File: src/rtl/mmio_console_tx.sv
// mmio_console_tx: MMIO console byte FIFO (store TX_ADDR, status {overflow,full,empty} at STAT_ADDR) draining to a valid/ready sink; rst active-low sync; CONSOLE_TX_CRLF_EN expands 0a into 0d,0a
module mmio_console_tx #(
  parameter int          FIFO_AW   = 4,
  parameter logic [31:0] TX_ADDR   = 32'hfbadbef0,
  parameter logic [31:0] STAT_ADDR = 32'hfbadbef4
) (
  input  logic        clk,
  input  logic        rst,
  input  logic        load,
  input  logic        store,
  input  logic [31:0] addr,
  input  logic [31:0] data_in,
  output logic [31:0] data_out,
  output logic        hit,
  output logic        tx_valid,
  output logic [7:0]  tx_data,
  input  logic        tx_ready,
  output logic        overflow
);
  localparam logic [FIFO_AW:0] DEPTH = (FIFO_AW+1)'(1) << FIFO_AW;
  logic [7:0] mem_q [0:(1<<FIFO_AW)-1];
  logic [FIFO_AW-1:0] wr_ptr_q, wr_ptr_d, rd_ptr_q, rd_ptr_d;
  logic [FIFO_AW:0] count_q, count_d;
  logic overflow_q, overflow_d;
  logic full, empty, tx_sel, st_sel, push, pop, xfer;
  logic [7:0] head;
  logic unused_ok;
  assign unused_ok = ^data_in[31:8];
  assign full = count_q == DEPTH;
  assign empty = count_q == '0;
  assign tx_sel = store && addr == TX_ADDR;
  assign st_sel = load && addr == STAT_ADDR;
  assign push = tx_sel && !full;
  assign head = mem_q[rd_ptr_q];
  assign tx_valid = !empty;
  assign xfer = tx_valid && tx_ready;
  assign overflow = overflow_q;
  assign hit = (load || store) && (addr == TX_ADDR || addr == STAT_ADDR);
  assign data_out = st_sel ? {29'b0, overflow_q, full, empty} : 32'b0;
`ifdef CONSOLE_TX_CRLF_EN
  logic cr_pending_q, cr_pending_d, is_nl;
  assign is_nl = head == 8'h0a;
  assign tx_data = is_nl && !cr_pending_q ? 8'h0d : head;
  assign pop = xfer && !(is_nl && !cr_pending_q);
  assign cr_pending_d = xfer && is_nl ? !cr_pending_q : cr_pending_q;
  always_ff @(posedge clk) cr_pending_q <= !rst ? 1'b0 : cr_pending_d;
`else
  assign tx_data = head;
  assign pop = xfer;
`endif
  always_comb begin
    wr_ptr_d = push ? wr_ptr_q + FIFO_AW'(1) : wr_ptr_q;
    rd_ptr_d = pop ? rd_ptr_q + FIFO_AW'(1) : rd_ptr_q;
    count_d = count_q + (FIFO_AW+1)'(push) - (FIFO_AW+1)'(pop);
    overflow_d = tx_sel && full ? 1'b1 : st_sel ? 1'b0 : overflow_q;
  end
  always_ff @(posedge clk) begin
    if (!rst) begin
      wr_ptr_q <= '0;
      rd_ptr_q <= '0;
      count_q <= '0;
      overflow_q <= 1'b0;
    end else begin
      wr_ptr_q <= wr_ptr_d;
      rd_ptr_q <= rd_ptr_d;
      count_q <= count_d;
      overflow_q <= overflow_d;
    end
  end
  always_ff @(posedge clk) if (push) mem_q[wr_ptr_q] <= data_in[7:0];
endmodule

File: config.mk
export PLATFORM = sky130hd
export DESIGN_NAME = mmio_console_tx
export DESIGN_NICKNAME = d
export VERILOG_FILES = /design/src/rtl/mmio_console_tx.sv
export SDC_FILE = /design/constraint.sdc
export NUM_CORES = 1
export LEC_CHECK = 0
export ABC_CLOCK_PERIOD_IN_PS = 4700
export CORE_UTILIZATION = 45
export DETAILED_ROUTE_END_ITERATION = 10
export PLACE_DENSITY = 0.7
export RECOVER_POWER = 100
export SETUP_SLACK_MARGIN = 0.5
export SYNTH_ARGS = -nofsm -noshare
export SYNTH_HDL_FRONTEND = slang
export SYNTH_SLANG_ARGS = --single-unit
export TNS_END_PERCENT = 100
File: constraint.sdc
create_clock -name clk -period 4.7 [get_ports clk]
set_input_delay 1.41 -clock clk [delete_from_list [all_inputs] [get_ports clk]]
set_output_delay 1.41 -clock clk [all_outputs]
set_load 0.02 [all_outputs]
**Word level (Yosys, flattened, before mapping)**

Memory sizes are Yosys's and may differ from the RTL's. A register that Yosys moved wholly into a read port is not among the register bits.
Cells that the tools add are included.

- Memories: 1
- Register bits after elaboration: 14
- Input port bits: 69
- Memory bits (writable): 128
- Logic and storage cells: 31
- Output and inout port bits: 43

- Equal/unequal tests: 3
- Mux-type cells: 7
- Add/subtract/negate cells: 4
- Reductions and logical operators: 12

Memories:

| name | depth | bits a word | rd ports | clocked after memory_dff | wr ports | RTL line | text |
|---|---|---|---|---|---|---|---|
| mem_q | 16 | 8 | 1 | 1 | 1 | 21 | `logic [7:0] mem_q [0:(1<<FIFO_AW)-1];` |

Operator list:

| operator | number |
|---|---|
| 32-bit == test (second input constant) | 2 |
| 4-bit by 1-bit adder with 4-bit output (second input constant) | 2 |
| 4-bit 2-to-1 mux | 2 |
| 1-bit logical AND | 6 |
| 5-bit by 1-bit adder with 5-bit output | 1 |
| 5-bit == test (second input constant) | 1 |
| 5-bit zero test | 1 |
| 5-bit by 1-bit subtractor with 5-bit output | 1 |
| 1-bit 2-to-1 mux | 4 |
| 3-bit 2-to-1 mux | 1 |
| 1-bit zero test | 2 |
| 1-bit logical OR | 2 |
| 2-bit nonzero test | 1 |

**Longest topological paths before layout**

- Depth after elaboration: 5
- Gate-level depth with buffers: 15
- Depth with buffers taken out: 14

**Worst setup path after synthesis**

Ideal clock, no wire load.

- Path type: input -> output
- Start point: in addr[1]
- End point: out data_out[1]
- Path buffers: 0
- Arrival: 3.262 ns
- Stages: 4
- Data required time: 3.290 ns
- Setup slack: 0.028 ns
- Cell sequence: or4_1 or4_4 or2_1 nor3_1

- Longest elaborated chain between the ends: 3

Ends and longest elaborated chain:

| what | RTL line | text |
|---|---|---|
| from (decl) | 11 | `input logic [31:0] addr,` |
| 32-bit == test | 32 | `assign st_sel = load && addr == STAT_ADDR;` |
| 1-bit logical AND | 32 |  |
| 3-bit 2-to-1 mux | 39 | `assign data_out = st_sel ? {29'b0, overflow_q, full, empty} : 32'b0;` |
| to (decl) | 13 | `output logic [31:0] data_out,` |

Every way passes these cells.

**Worst setup path after layout**

- Start point: in addr[3]
- End point: out data_out[2]

The elaborated chain is that of the path after synthesis.

==> results.py <==
metrics = {
    "cts": {
        "cts-root-buf": "clkbuf_16",
        "cts_tree": "done",
        "insertion_delay_ns": 0.41,
        "postCtsSetupRepairBufs": 0,
        "clock_sinks": 146,
        "clk_path_buf_depth": 2,
        "htreeDepth": 4,
        "clkTransAtPathRegs_ns": 0.06,
        "cts_buffers": 17,
    },
    "die": {
        "rows": 42,
        "die_w_um": 119,
        "dieArea_um2": 14100,
        "start_util_pct": 46.2,
        "core-area_um2": 13300,
        "pin_count": 112,
        "die_h_um": 119,
    },
    "sta": {
        "holdWs_ns": 0.501,
        "max_slew_margin_pct": 44.1,
        "hold_viol_final": 0,
        "fin_crit_ns": 4.58,
        "final.setup.worst_slack_ns": 0.120,
        "fmax_ghz": 0.218,
        "fin_crit_sh_pct": 97.4,
        "setup_viol": 0,
        "setup-tns-final_ns": 0,
        "rsz0062_at_grt": "yes",
        "fin_worst_skew_ns": 0.00748,
        "drv_slew": 0,
        "worst_pin_slew_ns": 0.839,
    },
    "routing": {
        "viasPerCell": 5.29,
        "wl_met1_um": 4970,
        "wirelength_um": 12100,
        "drc_errors": 0,
        "highest_layer": "met4",
        "wl_per_cell_um": 20.1,
        "vias": 3182,
        "final_antenna_net_count": 0,
        "wl_met3_um": 602,
        "drt_pass1_iterations": 4,
        "drt_iter0_drc": 209,
        "wl_met2_um": 6220,
    },
    "pwr": {
        "power_frac_comb_pct": 21.1,
        "ir_drop_mv": 0.272,
        "p_leak_nw": 2.62,
        "switching_power_mw": 0.878,
        "pwr_density_cell_nw_per_um2": 467,
        "p_seq_share_pct": 42.2,
        "clockPowerShare_pct": 36.7,
        "finalPower_mw": 3.49,
        "p_sw_share_pct": 25.2,
        "p_int_mw": 2.61,
    },
    "critical_path": {
        "worst_ep_required_time_ns": 3.29,
        "crit_path_max_incr_delay_ns": 0.51,
        "critical_path_class": "in -> out",
        "crit_end": "data_out[2]",
        "start_kind": "primary input",
        "r2r-end": "mem_q[4][4]",
        "rr_startpoint": "count_q[2]",
        "rrSetupSlack_ns": 1.73,
        "path_max_fanout": 5,
        "cp-startpoint": "addr[3]",
        "path_cells": "buf_6 > or4_1 > or4_1 > or2_4 > nor3_2 > buf_6",
        "ff2ff_path_depth": 8,
        "arrival_ns": 3.17,
        "critPathSlowestCell": "or4_1",
        "end_kind": "output port",
    },
    "layout": {
        "final_util_pct": 56.1,
        "layout.cells.non_filler": 601,
        "final_nets": 493,
        "n_antenna_cell": 0,
        "drive_gt1_share_pct": 20.5,
        "syn_to_final_growth_pct": 21.5,
        "fin_area_um2": 7460,
    },
    "synth": {
        "synth_common_cells": "edfxtp_1, mux4_2, buf_4",
        "synth.area.top_cells": "edfxtp_1, mux4_2, dfxtp_1",
        "synth_top_area_share_pct": 62.6,
        "yosysUniqueCellTypes": 38,
        "async_reset_ff_share_pct": 0,
        "synth_area_leader_cell": "edfxtp_1",
        "syn_area_um2": 6140,
        "yosysWarnings": 0,
        "syn-instance-count": 338,
        "synthFlopType": "edfxtp_1",
        "seq_area_frac_synth_pct": 68.5,
        "postSynthAreaPerCell_um2": 18.2,
        "ys_seq_elements": 146,
        "synth_edf_count": 128,
        "post-synth-top-count-cell": "edfxtp_1",
    },
    "placement": {
        "dp_hpwl_um": 7580,
        "port_buffers": 58,
        "place_area_um2": 6900,
        "dp_slack_ns": -0.570,
        "routabilityCongestion": 0.736,
        "dp.cells": 568,
    },
    "grt": {
        "overflow": 0,
        "grt_pass1_wl_um": 18500,
        "grt_pass1_vias": 3362,
        "grt_max_degree": 33,
        "antenna_found_initial": 0,
        "grtUsageTotal_pct": 18.5,
    },
    "run": {
        "drv_cap": 0,
    },
    "min_path": {
        "hp-class": "reg -> reg",
    },
    "status": {
        "outcome": "complete, no violations",
    },
}
## worst min path at each step
stage                     start  slack (ns)  cells past startpoint  endpoint
CTS                 rd_ptr_q[1]        0.50                      2      flop
finish                 overflow        0.50                      2  overflow
detailed placement     overflow        0.49                      2  overflow
global placement       overflow        0.47                      2  overflow
floorplan           rd_ptr_q[1]        0.46                      2      flop
global route           overflow        0.54                      2  overflow
## layout by cell type (no fill, tap or decap), types with 4 or more instances in the layout
| cell type | n |
|---|---|
| clkbuf_1 | 8 |
| clkdlybuf4s50_1 | 14 |
| clkbuf_16 | 18 |
| nand2_1 | 9 |
| ha_1 | 11 |
| nor2_1 | 9 |
| conb_1 | 29 |
| inv_1 | 10 |
| dlygate4sd2_1 | 4 |
| xnor2_1 | 4 |
| a21oi_1 | 4 |
| clkinvlp_4 | 5 |
| buf_6 | 4 |
| mux4_2 | 40 |
| dfxtp_1 | 17 |
| edfxtp_1 | 128 |
| and3_1 | 17 |
| dlygate4sd3_1 | 19 |
| nand3_1 | 5 |
| dlymetal6s2s_1 | 13 |
## kinds of logic after synthesis
group,after synthesis,synth area share [%]
buffers and inverters,52,5.07
multiplexers,43,15.2
other,1,0.0611
AO/OA/AOI/OAI,9,0.958
adder cells (fa/ha/maj),12,2.57
flip-flops,146,68.5
AND/OR/NAND/NOR,68,6.72
XOR/XNOR,7,0.998
## power groups by stage
stage | registers (mW) | clock network [mW] | logic, mW
after global routing | 1.48 | 1.36 | 0.802
after CTS | 1.47 | 1.30 | 0.749
after floorplan | 1.49 | 0 | 0.555
after global placement | 1.49 | 0 | 0.735
after detailed placement | 1.50 | 0 | 0.748
final | 1.47 | 1.28 | 0.734
## worst max-delay path: cells and delay by family
| family | cells | cell delay [ns] |
|---|---|---|
| AND/OR/NAND/NOR | 4 | 1.51 |
| buffers and inverters | 2 | 0.24 |
## repair_timing
| item | in CTS | in global routing |
|---|---|---|
| pin swaps | 7 | 9 |
| endpoints found under the hold margin | 0 | 0 |
| setup endpoints to repair | 4 | 5 |
| resized for setup | 41 | 14 |
| gates cloned | 0 | 1 |
| hold buffers | 0 | 0 |
## final cells by class
type,count,area (um2)
Sequential cell,146,4210
Clock buffer,18,429
Clock inverter,14,141
Tap cell,176,220
Multi-Input combinational cell,168,1750
Timing Repair Buffer,68,679
Inverter,11,41.3
Fill cell,1056,5830
## flip-flops by register name, indices dropped and copies added, names as in the netlist, named ones only
signal    flops
rd_ptr_q      4
wr_ptr_q      4
mem_q       128
count_q       5
overflow      1
## per-layer routing
layer / GRT usage (%) / up-vias
li1: - / 1424
met1: 23.4 / 1614
met2: 30.7 / 121
met3: 4.50 / 23
met4: 7.36 / 0
met5: 0 / -
Note: power is estimated with default switching activity, not from simulation.
